## src/rtl/aib_rx_align_pkg.sv

```systemverilog
// Shared types and constants for the AIB receive word aligner.
package aib_rx_align_pkg;

  // Per-lane alignment state.
  typedef enum logic [0:0] {
    SEARCH = 1'b0,
    LOCKED = 1'b1
  } align_state_e;

  // Default marker field: two bits at the top of every aligned word.
  localparam int         DEF_MARK_W   = 2;
  localparam logic [1:0] DEF_MARK_VAL = 2'b10;

  // LSB position of channel `ch` inside a flat bus of `width`-bit slices.
  function automatic int ch_lsb(input int ch, input int width);
    return ch * width;
  endfunction

endpackage

```

## src/rtl/aib_rx_word_align_lane.sv

```systemverilog
// One receive channel: bit-slip search for the marker, lock hysteresis,
// realigned output register and bypass handling.
module aib_rx_word_align_lane
  import aib_rx_align_pkg::*;
#(
  parameter int                W          = 40,
  parameter int                MARK_W     = DEF_MARK_W,
  parameter logic [MARK_W-1:0] MARK_VAL   = MARK_W'(DEF_MARK_VAL),
  parameter int                LOCK_CNT   = 4,
  parameter int                UNLOCK_CNT = 3
) (
  input  logic                 clk,
  input  logic                 rst,
  input  logic                 bypass,
  input  logic                 in_valid,
  input  logic [W-1:0]         in_data,
  output logic                 out_valid,
  output logic [W-1:0]         out_data,
  output logic                 locked,
  output logic                 locked_nxt,
  output logic [$clog2(W)-1:0] offset
);

  localparam int OFF_W  = $clog2(W);
  localparam int MCNT_W = $clog2(LOCK_CNT + 1);
  localparam int XCNT_W = $clog2(UNLOCK_CNT + 1);

  align_state_e      state_q, state_d;
  logic [OFF_W-1:0]  offset_q, offset_d;
  logic [MCNT_W-1:0] match_q, match_d;
  logic [XCNT_W-1:0] miss_q, miss_d;
  logic [W-1:0]      prev_q, prev_d;
  logic [W-1:0]      data_q, data_d;
  logic              valid_q, valid_d;
  logic              locked_q, locked_d;

  logic [2*W-1:0]    window_s;
  logic [W-1:0]      cand_s;
  logic              hit_s;
  logic [OFF_W-1:0]  slip_s;
  logic [MCNT_W-1:0] match_inc_s;
  logic [XCNT_W-1:0] miss_inc_s;

  // Candidate word at the current offset, marker test and incremented values.
  always_comb begin
    window_s    = {in_data, prev_q};
    cand_s      = window_s[offset_q +: W];
    hit_s       = (cand_s[W-1 -: MARK_W] == MARK_VAL);
    slip_s      = (offset_q == OFF_W'(W - 1)) ? {OFF_W{1'b0}} : offset_q + OFF_W'(1);
    match_inc_s = match_q + MCNT_W'(1);
    miss_inc_s  = miss_q + XCNT_W'(1);
  end

  // Next-state: bypass override, then search/lock FSM on valid words only.
  always_comb begin
    state_d  = state_q;
    offset_d = offset_q;
    match_d  = match_q;
    miss_d   = miss_q;
    prev_d   = prev_q;
    data_d   = data_q;
    valid_d  = 1'b0;
    locked_d = (state_q == LOCKED);
    if (bypass) begin
      // Offset 0 means the candidate is simply the previous word.
      state_d  = SEARCH;
      offset_d = {OFF_W{1'b0}};
      match_d  = {MCNT_W{1'b0}};
      miss_d   = {XCNT_W{1'b0}};
      if (in_valid) begin
        prev_d = in_data;
        data_d = prev_q;
      end else begin
        prev_d = prev_q;
        data_d = data_q;
      end
      valid_d  = in_valid;
      locked_d = 1'b1;
    end else if (in_valid) begin
      prev_d = in_data;
      data_d = cand_s;
      case (state_q)
        SEARCH: begin
          if (hit_s) begin
            if (match_inc_s == MCNT_W'(LOCK_CNT)) begin
              state_d = LOCKED;
              match_d = {MCNT_W{1'b0}};
              miss_d  = {XCNT_W{1'b0}};
            end else begin
              match_d = match_inc_s;
            end
          end else begin
            match_d  = {MCNT_W{1'b0}};
            offset_d = slip_s;
          end
        end
        LOCKED: begin
          if (hit_s) begin
            miss_d = {XCNT_W{1'b0}};
          end else if (miss_inc_s == XCNT_W'(UNLOCK_CNT)) begin
            // Drop lock and resume searching one bit further on.
            state_d  = SEARCH;
            miss_d   = {XCNT_W{1'b0}};
            match_d  = {MCNT_W{1'b0}};
            offset_d = slip_s;
          end else begin
            miss_d = miss_inc_s;
          end
        end
        default: begin
          state_d = SEARCH;
          match_d = {MCNT_W{1'b0}};
          miss_d  = {XCNT_W{1'b0}};
        end
      endcase
      // The locking word is forwarded; the unlocking word is not.
      valid_d  = (state_d == LOCKED);
      locked_d = (state_d == LOCKED);
    end else begin
      valid_d  = 1'b0;
      locked_d = (state_q == LOCKED);
    end
  end

  // State, datapath history and output registers.
  always_ff @(posedge clk or posedge rst) begin
    if (rst) begin
      state_q  <= SEARCH;
      offset_q <= {OFF_W{1'b0}};
      match_q  <= {MCNT_W{1'b0}};
      miss_q   <= {XCNT_W{1'b0}};
      prev_q   <= {W{1'b0}};
      data_q   <= {W{1'b0}};
      valid_q  <= 1'b0;
      locked_q <= 1'b0;
    end else begin
      state_q  <= state_d;
      offset_q <= offset_d;
      match_q  <= match_d;
      miss_q   <= miss_d;
      prev_q   <= prev_d;
      data_q   <= data_d;
      valid_q  <= valid_d;
      locked_q <= locked_d;
    end
  end

  assign out_valid  = valid_q;
  assign out_data   = data_q;
  assign locked     = locked_q;
  assign locked_nxt = locked_d;
  assign offset     = offset_q;

endmodule

```

## src/rtl/aib_rx_word_align.sv

```systemverilog
// Multi-channel AIB receive word aligner: one independent lane per channel
// plus a registered all-channels-locked summary.
module aib_rx_word_align
  import aib_rx_align_pkg::*;
#(
  parameter int                NUM_CH     = 2,
  parameter int                W          = 40,
  parameter int                MARK_W     = DEF_MARK_W,
  parameter logic [MARK_W-1:0] MARK_VAL   = MARK_W'(DEF_MARK_VAL),
  parameter int                LOCK_CNT   = 4,
  parameter int                UNLOCK_CNT = 3
) (
  input  logic                           i_bus_clk,
  input  logic                           i_rst,
  input  logic                           c_bypass_word_align,
  input  logic [NUM_CH-1:0]              i_rx_valid,
  input  logic [NUM_CH*W-1:0]            i_rx_data,
  output logic [NUM_CH-1:0]              o_rx_valid,
  output logic [NUM_CH*W-1:0]            o_rx_data,
  output logic [NUM_CH-1:0]              o_locked,
  output logic                           o_all_locked,
  output logic [NUM_CH*$clog2(W)-1:0]    o_offset
);

  localparam int OFF_W = $clog2(W);

  logic [NUM_CH-1:0] locked_nxt_s;
  logic              all_locked_q, all_locked_d;

  for (genvar c = 0; c < NUM_CH; c++) begin : g_lane
    aib_rx_word_align_lane #(
      .W         (W),
      .MARK_W    (MARK_W),
      .MARK_VAL  (MARK_VAL),
      .LOCK_CNT  (LOCK_CNT),
      .UNLOCK_CNT(UNLOCK_CNT)
    ) u_lane (
      .clk       (i_bus_clk),
      .rst       (i_rst),
      .bypass    (c_bypass_word_align),
      .in_valid  (i_rx_valid[c]),
      .in_data   (i_rx_data[ch_lsb(c, W) +: W]),
      .out_valid (o_rx_valid[c]),
      .out_data  (o_rx_data[ch_lsb(c, W) +: W]),
      .locked    (o_locked[c]),
      .locked_nxt(locked_nxt_s[c]),
      .offset    (o_offset[ch_lsb(c, OFF_W) +: OFF_W])
    );
  end

  // Summary lock uses next-cycle lane lock so it lines up with o_locked.
  always_comb begin
    all_locked_d = &locked_nxt_s;
  end

  // Registered all-locked flag.
  always_ff @(posedge i_bus_clk or posedge i_rst) begin
    if (i_rst) begin
      all_locked_q <= 1'b0;
    end else begin
      all_locked_q <= all_locked_d;
    end
  end

  assign o_all_locked = all_locked_q;

endmodule

```

## config.mk

```make
export PLATFORM = sky130hd
export DESIGN_NAME = aib_rx_word_align
export DESIGN_NICKNAME = d
export VERILOG_FILES = /design/src/rtl/aib_rx_align_pkg.sv /design/src/rtl/aib_rx_word_align_lane.sv /design/src/rtl/aib_rx_word_align.sv
export SDC_FILE = /design/constraint.sdc
export NUM_CORES = 1
export LEC_CHECK = 0
export CAP_MARGIN = 0
export CELL_PAD_IN_SITES_DETAIL_PLACEMENT = 1
export CELL_PAD_IN_SITES_GLOBAL_PLACEMENT = 2
export CORE_ASPECT_RATIO = 0.8
export CORE_MARGIN = 2
export CORE_UTILIZATION = 40
export DETAILED_ROUTE_END_ITERATION = 7
export PLACE_DENSITY = 0.92
export SLEW_MARGIN = 25
export SYNTH_ARGS = -nofsm -noshare
export SYNTH_HDL_FRONTEND = slang
export SYNTH_SLANG_ARGS = --single-unit
```

## constraint.sdc

```tcl
create_clock -name i_bus_clk -period 14.1 [get_ports i_bus_clk]
set_input_delay 1.41 -clock i_bus_clk [delete_from_list [all_inputs] [get_ports i_bus_clk]]
set_output_delay 1.41 -clock i_bus_clk [all_outputs]
set_load 0.01 [all_outputs]
```

* After elaboration in Yosys (flattened, before gate mapping)
Index checks and enable logic that the tools add are counted.
** Storage, ports and cells
- Register bits after elaboration :: 189
- Output and inout port bits :: 97
- Logic and storage cells :: 122
** Operators by class
- Add/sub/neg operators :: 6
- Equality and inequality tests :: 18
- Shifts and indexed selects :: 2
- Muxes and demuxes :: 68
- Bitwise operators :: 2
- Reduce and logical (&&, ||, !) cells :: 9
** Operator list (count)
- 40-bit two-way mux :: 6
- 80-bit by 7-bit variable part select with 40-bit output :: 2
- 6-bit two-way mux :: 12
- 3-bit two-way mux :: 12
- 2-bit two-way mux :: 12
- 6-bit case mux with 2 select lines :: 2
- 1-bit two-way mux :: 18
- 3-bit != test, second input constant :: 6
- 6-bit by 1-bit adder with 6-bit output, second input constant :: 2
- 6-bit equality test, second input constant :: 2
- 3-bit by 2-bit != test with 1-bit output, second input constant :: 4
- 3-bit case mux with 2 select lines :: 2
- 3-bit AND reduction :: 4
- 2-bit equality test, second input constant :: 4
- 2-bit case mux with 2 select lines :: 2
- 4-bit AND reduction :: 2
- 3-bit by 1-bit adder with 3-bit output, second input constant :: 2
- 3-bit equality test, second input constant :: 2
- 2-bit by 1-bit adder with 2-bit output, second input constant :: 2
- 1-bit case mux with 2 select lines :: 2
- 2-bit nonzero test :: 2
- 1-bit NOT :: 2
- 2-bit AND reduction :: 1

* Longest topological paths before layout
- Depth in word-level cells :: 8
- Mapped depth :: 12

* Cells and area by module
From an unflattened synthesis, not the netlist that was laid out.
** Second synthesis, totals
- Cells, all modules :: 1717
- Area total of the unflattened synthesis :: 17857.1 µm²
** By module, submodules not included
- aib_rx_word_align_lane :: instances 2, cells each 857, area an instance 8911.0 µm², sequential area each 2352.3 µm²
- aib_rx_word_align :: instances 1, cells each 3, area an instance 35.0 µm², sequential area each 25.0 µm²

* Least setup slack after synthesis
OpenSTA, ideal clock, no wires.
- Path kind :: input to register
- Start :: in i_rx_data[45]
- End :: reg g_lane[1].u_lane.offset_q[3]
- Data arrival time :: 3.723 ns
- Required time :: 13.975 ns
- Setup slack :: 10.252 ns
- Stages :: 7
- Path buffers :: 0
- Cell sequence :: mux4_2 > mux2_2 > and4_1 > or4_4 > or3_4 > and4_1 > mux2_4
** On the way
- Word-level cells in the longest chain between the ends :: 4
- Elaborated cells between the ends (all ways) :: 5
- Classes of those cells :: eq/ne (3); shift (1); reduce/logical (1)
** RTL lines
- start: declaration :: RTL line aib_rx_word_align.sv:17 : input logic [NUM_CH*W-1:0] i_rx_data,
- 80-bit by 7-bit variable part select with 40-bit output (*) :: RTL line aib_rx_word_align_lane.sv:47 : cand_s = window_s[offset_q +: W];
- 2-bit equality test (*) :: RTL line aib_rx_word_align_lane.sv:48 : hit_s = (cand_s[W-1 -: MARK_W] == MARK_VAL);
- 3-bit != test (no line)
- 4-bit AND reduction (no line) (*)
- end signal: assignment :: RTL line aib_rx_word_align_lane.sv:129 : offset_q <= {OFF_W{1'b0}};
- end signal: assignment :: RTL line aib_rx_word_align_lane.sv:138 : offset_q <= offset_d;
- end: declaration :: RTL line aib_rx_word_align_lane.sv:29 : logic [OFF_W-1:0] offset_q, offset_d;
Mark *: on every way between the ends. The rest lies on a longest branch, timed or not.
A chain may end at the register's enable or synchronous reset.

* Worst setup path after layout
- Start :: reg g_lane[0].u_lane.offset_q[0]
- End :: reg g_lane[0].u_lane.match_q[2]
** On the way
- Word-level cells in the longest chain between the ends :: 6
- Elaborated cells between the ends (all ways) :: 8
- Classes of those cells :: eq/ne (2); shift (1); mux (4); reduce/logical (1)
** RTL lines
- start: declaration :: RTL line aib_rx_word_align_lane.sv:29
- start signal: assignment :: RTL line aib_rx_word_align_lane.sv:129
- start signal: assignment :: RTL line aib_rx_word_align_lane.sv:138
- 80-bit by 7-bit variable part select with 40-bit output (*) :: RTL line aib_rx_word_align_lane.sv:47
- 2-bit equality test (*) :: RTL line aib_rx_word_align_lane.sv:48
- 3-bit two-way mux :: RTL line aib_rx_word_align_lane.sv:84 : if (hit_s) begin
- 3-bit case mux with 2 select lines :: RTL line aib_rx_word_align_lane.sv:82 : case (state_q)
- 3-bit two-way mux :: RTL line aib_rx_word_align_lane.sv:79 : end else if (in_valid) begin
- 3-bit two-way mux :: RTL line aib_rx_word_align_lane.sv:64 : if (bypass) begin
- end signal: assignment :: RTL line aib_rx_word_align_lane.sv:130 : match_q <= {MCNT_W{1'b0}};
- end signal: assignment :: RTL line aib_rx_word_align_lane.sv:139 : match_q <= match_d;
- end: declaration :: RTL line aib_rx_word_align_lane.sv:30 : logic [MCNT_W-1:0] match_q, match_d;
Mark *: on every way between the ends. The rest lies on a longest branch, timed or not. The select of a mux whose other input is x is not followed.

==> flow_summary.toml <==
[clocking]
numCtsBuffers = 17
htree_num_levels = 4
cts_resized = 0
cts_root_buf = "clkbuf_16"
cts.sinks = 189
hold_buffers = 0
cts_setup_buffers = 0
clock_path_buffers = 2
tritoncts = "yes"
clkLatencyLatePin_ns = 0.49
clk_pin_slew_ns = 0.08

[critical_path]
crit_top_cell = "buf_4"
crit_arrival_ns = 5.16
critPathMaxStageDelay_ns = 0.81
critPathMaxFanout = 36
cp-start-kind = "register"
path_class = "register to register"
worst-r2r-cell-count = 9
worstSetupStartpoint = "g_lane[0].u_lane.offset[0]$_DFFE_PP0P_"
path_depth = 9
r2r_slack_ns = 9.35
cp-end-kind = "register"
worstPathCellList = "buf_4, buf_4, mux4_2, a22o_1, o31ai_1, a2bb2oi_2, nand3_1, a311oi_1, a221o_1"
cp.required_ns = 14.52
crit_family = "compound AO/OA/AOI/OAI gates"
timing.rr.start = "g_lane[0].u_lane.offset[0]$_DFFE_PP0P_"
slowest_stage = "dfrtp_4"
worst-path-buf-inv = 2

[global_routing]
grt_use_total_pct = 33.0
grt_pass1_vias = 16000
grt-ovfl-total = 0
grt_pass1_wl_um = 112000
antenna_found_initial = 1
grt_max_degree = 103

[synthesis]
synth_warnings = 0
synth_area_mm2 = 0.0179
ys_seq_area_share_pct = 26.5
syn_nets = 1753
syn_area_per_cell_um2 = 10.8
postSynthRegisterBits = 189
async_reset_ff_share_pct = 100
ys.flop_type = "dfrtp_1"
synth_edf_count = 0
ys_types = 74
synthCells = 1662

[floorplan]
dieArea_mm2 = 0.0464
rows = 69
coreArea_mm2 = 0.0443
die_w_um = 240
start_util_pct = 40.3
die_h_um = 193
io_pins = 182

[routing]
routed.top_layer = "met5"
met1_length_um = 32300
drt-total-wl_um = 75800
drt_iter0_markers = 2773
wire_per_inst_um = 32.5
drc = 0
antenna_left = 0
first_pass_iters = 5
wl_met3_um = 11400
viasPerCell = 7.03
routed-wl-met2_um = 30600
via_count = 16400

[finish]
final_common_cell = "mux4_2"
final_cell_mix = "mux4_2 (221), dfrtp_1 (182), clkdlybuf4s50_1 (178)"
fin_util_pct = 46.3
nFillCells = 4752
area_growth_pct = 14.7
antenna_cells = 0
drive_above_1_share_pct = 26.7
fin_nets = 1809

[sta]
tightest_slew_ns = 1.17
setup_viol_count_final = 0
fin_crit_ns = 4.75
hold_slack_ns = 0.492
report.final.hold_viol_count = 0
rsz0062_at_grt = "false"
maxSlewHeadroom_pct = 21.2
fmax_ghz = 0.211
fin_skew_ns = 0.0243
setup_slack_ns = 9.35
period_share_pct = 33.7
slew_violations = 0
setup_tns_ns = 0

[place]
port_buffers = 181
place_hpwl_um = 55500
place.gp.congestion = 0.999
dp_slack_ns = 9.40

[run_status]
status = "finished, final reports clean"

[pwr]
ir_drop_mv = 0.0995
powerDensity_mw_per_mm2 = 105
total_power_mw = 2.14
leakagePower_nw = 7.38

[flow_run]
drv_cap = 0

[worst_hold_path]
worstHoldPathType = "register to register"
hp-start = "g_lane[1].u_lane.out_data[37]$_DFFE_PP0P_"
min_path_cells = 1
[Yosys cell counts, drive strengths merged, types with 4 or more instances]
library cell	instances	area [um^2]
a211oi	20	150
nand3	31	155
nor2b	13	81.3
a22o	11	96.3
o221ai	11	96.3
a31oi	20	125
a21o	5	37.5
a311oi	5	43.8
mux4	221	4980
inv	27	101
o21ai	110	551
o211a	5	50.1
a2bb2oi	4	41.3
and2	9	56.3
o32ai	5	51.3
ha	6	75.1
o21a	4	30.0
clkbuf	100	375
o211ai	23	173
nor4	6	37.5
mux2i	105	1050
a21oi	80	400
o2bb2ai	16	140
and3	14	87.6
nor2	123	462
buf	71	362
dfrtp	189	4730
nand2	148	556
a221oi	7	61.3
o311a	4	40.0
nor3	28	140
o31ai	5	37.5
mux2	180	2030
a41oi	4	35.0
[cells by family (layout without fill, tap and decap cells)]
logic type	Yosys count	count (layout)	share of synthesized area, %
AOI/OAI and AO/OA	364	364	13.4
xor gates and xnor gates	2	2	0.0981
adders and majority gates	6	6	0.420
buffers and inverters	201	270	4.75
DFF	189	189	26.5
muxes	506	506	45.1
and+or+nand+nor	394	394	9.78
[final cells by class]
class	count	area (um^2)	share of cell area [%]
multi-input cells	1272	12300	59.9
flip-flops and latches	189	4750	23.2
repair buffers	208	2030	9.89
well taps	603	754	3.68
clock buffers	17	425	2.08
clock inverters	15	134	0.653
inverters	30	120	0.586
[final timing paths]
path	to
min	g_lane[1].u_lane.out_data[37]$_DFFE_PP0P_
max	g_lane[0].u_lane.match_q[2]$_DFFE_PP0P_
min reg2reg	g_lane[1].u_lane.out_data[37]$_DFFE_PP0P_
max in group asynchronous	g_lane[1].u_lane.prev_q[7]$_DFFE_PP0P_
min in group asynchronous	g_lane[1].u_lane.out_valid$_DFF_PP0_
max reg2reg	g_lane[0].u_lane.match_q[2]$_DFFE_PP0P_
[metal layers]
layer | global-route usage (%) | up-vias
met5 | 0 | -
met4 | 7.86 | 4
met3 | 13.6 | 116
met2 | 44.0 | 1176
met1 | 49.1 | 8501
li1 | - | 6615
[state kept, by name, indices dropped and copies added (netlist names)]
signal,flops
g_lane.u_lane.out_data,80
g_lane.u_lane.out_valid,2
o_all_locked,1
g_lane.u_lane.locked,2
g_lane.u_lane.state_q,2
g_lane.u_lane.prev_q,80
g_lane.u_lane.match_q,6
g_lane.u_lane.miss_q,4
g_lane.u_lane.offset,12
[power breakdown]
part	internal [mW]	switching, mW
Sequential	0.605	0.112
Combinational	0.447	0.487
Clock	0.232	0.260
[per-stage QoR]
| step | instance area (um^2) | std cells |
|---|---|---|
| after floorplan | 17900 | 1662 |
| after global placement | 19900 | 2301 |
| after detailed placement | 19900 | 2301 |
| after CTS | 20500 | 2333 |
| after global routing | 20500 | 2334 |
| final | 20500 | 2334 |
(Power assumes the default switching activity.)
